--- config.mk ---
export PLATFORM = sky130hd
export DESIGN_NAME = seq_shift_unit
export DESIGN_NICKNAME = d
export VERILOG_FILES = /design/src/rtl/seq_shift_unit.sv
export SDC_FILE = /design/constraint.sdc
export NUM_CORES = 1
export LEC_CHECK = 0
export ABC_AREA = 0
export CAP_MARGIN = 30
export CELL_PAD_IN_SITES_DETAIL_PLACEMENT = 1
export CELL_PAD_IN_SITES_GLOBAL_PLACEMENT = 1
export CORE_ASPECT_RATIO = 1.4
export CORE_MARGIN = 2
export CORE_UTILIZATION = 50
export DETAILED_ROUTE_END_ITERATION = 8
export DONT_BUFFER_PORTS = 1
export GPL_ROUTABILITY_DRIVEN = 0
export PLACE_DENSITY_LB_ADDON = 0.1
export SLEW_MARGIN = 5
export SYNTH_ARGS = -nofsm -noshare
export SYNTH_HDL_FRONTEND = slang
export SYNTH_SLANG_ARGS = --single-unit
--- constraint.sdc ---
create_clock -name clk -period 3.2 [get_ports clk]
set_clock_uncertainty 0.2 [all_clocks]
set_input_delay 0.96 -clock clk [delete_from_list [all_inputs] [get_ports clk]]
set_output_delay 0.96 -clock clk [all_outputs]
set_load 0.02 [all_outputs]
--- src/rtl/seq_shift_unit.sv ---
// -----------------------------------------------------------------------------
// seq_shift_unit
// Multi-cycle shifter that moves the operand one bit position per clock.
// Supports SLL, SRL, SRA and ROR, so every register-amount shift in the
// datapath can share this one unit. Control starts an operation with
// start and waits for the one-cycle done pulse. It stalls while busy is high.
//
// Ports
//   clk    in   1        system clock, rising-edge active
//   rst_n  in   1        asynchronous active-low reset
//   start  in   1        request; accepted only in IDLE or DONE
//   op     in   2        00 SLL, 01 SRL, 10 SRA, 11 ROR
//   In32   in   WIDTH    operand, captured on acceptance
//   shamt  in   SHAMT_W  shift amount, captured on acceptance
//   busy   out  1        high while shifting (registered)
//   done   out  1        one-cycle pulse; Out32 valid from this cycle on
//   Out32  out  WIDTH    result register
// -----------------------------------------------------------------------------
module seq_shift_unit #(
  parameter int WIDTH   = 32,
  parameter int SHAMT_W = 5
) (
  input  logic               clk,
  input  logic               rst_n,
  input  logic               start,
  input  logic [1:0]         op,
  input  logic [WIDTH-1:0]   In32,
  input  logic [SHAMT_W-1:0] shamt,
  output logic               busy,
  output logic               done,
  output logic [WIDTH-1:0]   Out32
);

  typedef enum logic [1:0] {
    ST_IDLE  = 2'd0,
    ST_SHIFT = 2'd1,
    ST_DONE  = 2'd2
  } state_t;

  localparam logic [SHAMT_W-1:0] C_ZERO = {SHAMT_W{1'b0}};
  localparam logic [SHAMT_W-1:0] C_ONE  = {{(SHAMT_W-1){1'b0}}, 1'b1};

  state_t             r_state;
  state_t             w_state_nxt;
  logic [SHAMT_W-1:0] r_count;
  logic [1:0]         r_op;
  logic [WIDTH-1:0]   r_out;
  logic               r_busy;
  logic               r_done;
  logic               w_busy_nxt;
  logic               w_done_nxt;
  logic               w_accept;

  // One-bit step of the selected shift/rotate.
  function automatic logic [WIDTH-1:0] shift_step(
    input logic [1:0]       op_sel,
    input logic [WIDTH-1:0] val
  );
    logic [WIDTH-1:0] res;
    case (op_sel)
      2'b00:   res = {val[WIDTH-2:0], 1'b0};
      2'b01:   res = {1'b0, val[WIDTH-1:1]};
      2'b10:   res = {val[WIDTH-1], val[WIDTH-1:1]};
      2'b11:   res = {val[0], val[WIDTH-1:1]};
      default: res = val;
    endcase
    return res;
  endfunction

  // A new request may start only when no shift is in flight.
  assign w_accept = start && ((r_state == ST_IDLE) || (r_state == ST_DONE));

  // State register.
  always_ff @(posedge clk or negedge rst_n) begin
    if (!rst_n) begin
      r_state <= ST_IDLE;
    end else begin
      r_state <= w_state_nxt;
    end
  end

  // Next-state logic.
  always_comb begin
    w_state_nxt = r_state;
    case (r_state)
      ST_IDLE, ST_DONE: begin
        if (start) begin
          // A zero amount needs no shift cycles and goes straight to DONE.
          if (shamt == C_ZERO) begin
            w_state_nxt = ST_DONE;
          end else begin
            w_state_nxt = ST_SHIFT;
          end
        end else begin
          w_state_nxt = ST_IDLE;
        end
      end
      ST_SHIFT: begin
        if (r_count == C_ONE) begin
          w_state_nxt = ST_DONE;
        end else begin
          w_state_nxt = ST_SHIFT;
        end
      end
      default: begin
        w_state_nxt = ST_IDLE;
      end
    endcase
  end

  // Output decode from the next state, so the registered busy/done line up with the state.
  always_comb begin
    w_busy_nxt = 1'b0;
    w_done_nxt = 1'b0;
    case (w_state_nxt)
      ST_SHIFT: begin
        w_busy_nxt = 1'b1;
        w_done_nxt = 1'b0;
      end
      ST_DONE: begin
        w_busy_nxt = 1'b0;
        w_done_nxt = 1'b1;
      end
      default: begin
        w_busy_nxt = 1'b0;
        w_done_nxt = 1'b0;
      end
    endcase
  end

  // Registered handshake outputs.
  always_ff @(posedge clk or negedge rst_n) begin
    if (!rst_n) begin
      r_busy <= 1'b0;
      r_done <= 1'b0;
    end else begin
      r_busy <= w_busy_nxt;
      r_done <= w_done_nxt;
    end
  end

  // Operand capture and per-cycle shift datapath.
  always_ff @(posedge clk or negedge rst_n) begin
    if (!rst_n) begin
      r_out   <= {WIDTH{1'b0}};
      r_count <= C_ZERO;
      r_op    <= 2'b00;
    end else if (w_accept) begin
      r_out   <= In32;
      r_count <= shamt;
      r_op    <= op;
    end else if (r_state == ST_SHIFT) begin
      r_out   <= shift_step(r_op, r_out);
      r_count <= r_count - C_ONE;
    end else begin
      r_out   <= r_out;
      r_count <= r_count;
      r_op    <= r_op;
    end
  end

  assign busy  = r_busy;
  assign done  = r_done;
  assign Out32 = r_out;

endmodule

==> impl_metrics.prom <==
# TYPE chip_impl_metric gauge
chip_impl_info{name="clock_tree_from_tritoncts",value="built"} 1
chip_impl_metric{name="tightestPinTransition",unit="ns"} 0.660
chip_impl_metric{name="pwr_per_cell_area",unit="nW/um^2"} 1040
chip_impl_metric{name="post_cts_hold_buffer_count",unit=""} 0
chip_impl_metric{name="post_cts_resize_count",unit=""} 0
chip_impl_metric{name="wirelength",unit="microns"} 6300
chip_impl_metric{name="final-max-slew-violation-count",unit=""} 0
chip_impl_info{name="unrepaired_setup_endpoints_after_global_routing",value="false"} 1
chip_impl_metric{name="synth_fp_nets",unit=""} 289
chip_impl_metric{name="area_delta_synth_final",unit="%"} 5.12
chip_impl_metric{name="buffer_ports.inserted",unit=""} 0
chip_impl_metric{name="cts-htree-levels",unit=""} 2
chip_impl_metric{name="cts_setup_buffers",unit=""} 0
chip_impl_info{name="result_of_the_run",value="complete, no violations"} 1
chip_impl_info{name="cp-end-kind",value="register"} 1
chip_impl_metric{name="first_global_vias",unit=""} 2081
chip_impl_metric{name="synthesis.instances",unit=""} 245
chip_impl_metric{name="max_freq",unit="MHz"} 445
chip_impl_metric{name="die-area",unit="sq um"} 5320
chip_impl_metric{name="seq_area_frac_synth",unit=""} 0.454
chip_impl_metric{name="yosysTopAreaCellShare",unit=""} 0.454
chip_impl_metric{name="num_antenna_cells",unit=""} 0
chip_impl_metric{name="antenna_violating_nets_post_route",unit=""} 0
chip_impl_metric{name="postSynth.asyncResetShare",unit=""} 1.00
chip_impl_metric{name="layout_worst_path_cycle_share",unit=""} 0.702
chip_impl_metric{name="path_max_fanout",unit=""} 18
chip_impl_metric{name="static-leakage-power",unit="uW"} 0.00106
chip_impl_metric{name="irDropWorstVdd",unit="V"} 0.000520
chip_impl_metric{name="postLayoutCoreUtil",unit=""} 0.550
chip_impl_metric{name="synth-edff-count",unit=""} 0
chip_impl_metric{name="drc",unit=""} 0
chip_impl_metric{name="chipHeight",unit="microns"} 85.5
chip_impl_metric{name="first_pass_iters",unit=""} 4
chip_impl_info{name="hold_path_class",value="in -> async"} 1
chip_impl_metric{name="gr-total-overflow",unit=""} 0
chip_impl_metric{name="antenna_violations_before_repair",unit=""} 0
chip_impl_metric{name="syn-cell-area",unit="sq um"} 2370
chip_impl_metric{name="data_required_time_at_the_worst_endpoint",unit="ns"} 3.20
chip_impl_metric{name="start_util",unit=""} 0.523
chip_impl_info{name="worstReg2RegEnd",value="Out32[21]"} 1
chip_impl_info{name="startpoint_of_the_worst_slack_reg_to_reg_timing_path",value="r_state[0]"} 1
chip_impl_info{name="most_instantiated_flip_flop_cell_in_the_synthesis_netlist",value="dfrtp_1"} 1
chip_impl_info{name="path_class",value="reg -> reg"} 1
chip_impl_metric{name="number_of_failing_hold_endpoints_at_the_final_stage",unit=""} 0
chip_impl_metric{name="yosysWarningCount",unit=""} 0
chip_impl_info{name="yosys.cell_count.top_type",value="dfrtp_1"} 1
chip_impl_metric{name="ff2ff_setup_slack",unit="ns"} 0.95
chip_impl_metric{name="drt_iter0_drc",unit=""} 48
chip_impl_metric{name="die_width",unit="microns"} 62.2
chip_impl_metric{name="nets",unit=""} 283
chip_impl_metric{name="design.portCount",unit=""} 76
chip_impl_metric{name="worstSkewPairLatency",unit="ns"} 0.30
chip_impl_metric{name="crit_path_arrival_time",unit="ns"} 2.25
chip_impl_metric{name="fin_setup_tns",unit="ns"} 0
chip_impl_metric{name="synth.lib_cells_used.distinct",unit=""} 31
chip_impl_metric{name="max_cap_viol_count",unit=""} 0
chip_impl_metric{name="routed-via-count",unit=""} 1850
chip_impl_metric{name="worstRegToRegCells",unit=""} 5
chip_impl_metric{name="drive_gt1_frac",unit=""} 0.0795
chip_impl_metric{name="layout_min_cycle_time",unit="ns"} 2.25
chip_impl_metric{name="cts.sinks",unit=""} 43
chip_impl_info{name="synth.top_cells.by_area",value="dfrtp_1 (45%), mux2i_1 (13%), o21a_1 (9.5%)"} 1
chip_impl_info{name="crit_path_start_kind",value="register"} 1
chip_impl_metric{name="dp.final_hpwl",unit="microns"} 4400
chip_impl_metric{name="cts_buf_count",unit=""} 5
chip_impl_metric{name="slew_headroom",unit=""} 0.560
chip_impl_metric{name="largest_net_degree_at_the_start_of_global_routing",unit=""} 44
chip_impl_metric{name="vias_per_cell",unit=""} 6.15
chip_impl_metric{name="cts.reportedPaths.clkPinSlew",unit="ns"} 0.07
chip_impl_metric{name="grt_first_pass_wirelength",unit="microns"} 10600
chip_impl_metric{name="track_usage",unit=""} 0.253
chip_impl_metric{name="finalSetupViolations",unit=""} 0
chip_impl_metric{name="synth-seq-cells",unit=""} 43
chip_impl_metric{name="clk_buf_depth",unit=""} 2
chip_impl_metric{name="post_drt_wl_per_cell",unit="microns"} 20.9
chip_impl_metric{name="fillcell_total",unit=""} 534
chip_impl_metric{name="core-area",unit="sq um"} 4540
chip_impl_info{name="synth_top_cells_by_count",value="dfrtp_1 (43), a21oi_1 (34), mux2i_1 (31)"} 1
chip_impl_metric{name="num_rows",unit=""} 29
chip_impl_info{name="cell_type_contributing_the_most_total_cell_area_after_synthesis",value="dfrtp_1"} 1
chip_impl_metric{name="syn_avg_cell_area",unit="sq um"} 9.68
chip_impl_info{name="clockRootBuffer",value="clkbuf_8"} 1
[kinds of logic (layout without fill, tap and decap cells)]
| logic type | Yosys count | in the layout | share of synthesized area |
|---|---|---|---|
| and+or+nand+nor | 34 | 34 | 0.0733 |
| AOI/OAI and AO/OA | 110 | 110 | 0.273 |
| buffers and inverters | 22 | 16 | 0.0454 |
| muxes | 33 | 33 | 0.140 |
| xor gates and xnor gates | 1 | 1 | 0.00369 |
| DFF | 43 | 43 | 0.454 |
| adders and majority gates | 2 | 2 | 0.0105 |
[routing by layer]
layer / vias to the layer above / share of wire / global-route usage
met5: - / 0 / 0
met4: 0 / 0.017 / 0.0889
met3: 9 / 0.053 / 0.0682
met2: 53 / 0.53 / 0.449
met1: 917 / 0.40 / 0.297
li1: 871 / - / -
[sequential cells by signal (all words and copies together) (netlist names)]
name and count:
r_state 2, busy 1, r_count 5, Out32 32, r_op 2, done 1
[worst max-delay path, cell delays in order (launching register included)]
cell and delay (ns):
dfrtp_1 0.70, and2_1 0.64, buf_4 0.32, o21a_1 0.15, a21oi_1 0.04, o21ai_0 0.10
[per-stage QoR]
| stage | hold slack, ns | power, uW | instances | worst slack (ns) | cell area, sq um |
|---|---|---|---|---|---|
| floorplan | 0.285 | 2000 | 245 | 1.04 | 2370 |
| global placement | 0.311 | 2180 | 294 | 0.963 | 2410 |
| detailed placement | 0.355 | 2270 | 294 | 0.904 | 2410 |
| CTS | 0.140 | 2630 | 301 | 0.956 | 2490 |
| global route | 0.121 | 2800 | 301 | 0.793 | 2490 |
| finish | 0.151 | 2600 | 301 | 0.955 | 2490 |
[worst max path at each step]
stage	end	slack (ns)	from	depth (start not counted)
2_1_floorplan	Out32[31]	1.04	start	6
3_3_place_gp	Out32[31]	0.96	start	5
3_5_place_dp	Out32[31]	0.90	start	5
4_1_cts	Out32[21]	0.96	r_state[0]	5
5_1_grt	Out32[1]	0.79	r_state[0]	5
6_report	Out32[21]	0.95	r_state[0]	5
[placed cells by master (no fill, tap or decap)]
cell type and count:
o22ai_1 2, nor2_2 1, o32ai_1 1, nand2_1 11
clkinv_2 1, o31ai_1 3, xor2_1 1, nor2b_2 1
a21oi_2 1, ha_1 2, mux2_1 1, buf_4 6
o21ai_1 7, nand4_1 1, nor2b_1 1, clkbuf_8 6
nand3_1 3, or4_1 1, o21ai_0 30, dfrtp_1 43
nor2_4 1, a211oi_1 2, nor2_1 7, a21oi_1 34
mux2_2 1, inv_1 3, and2_1 1, o21a_1 30
and2b_1 1, nand2b_1 3, nor4b_1 1, or4_4 1
mux2i_1 31
[power breakdown]
group / switching, uW / internal [uW] / total (uW)
Sequential: 537 / 783 / 1320
Clock: 179 / 169 / 348
Combinational: 501 / 431 / 932
[final cells by class]
type | instances | area (sq um) | area share
Clock buffer | 6 | 82.6 | 0.0331
Clock inverter | 1 | 5.00 | 0.00201
Inverter | 3 | 11.3 | 0.00452
Multi-Input combinational cell | 180 | 1200 | 0.480
Sequential cell | 43 | 1080 | 0.432
Tap cell | 62 | 77.6 | 0.0311
Timing Repair Buffer | 6 | 45.0 | 0.0181
Power figures use the tool's default switching activity.
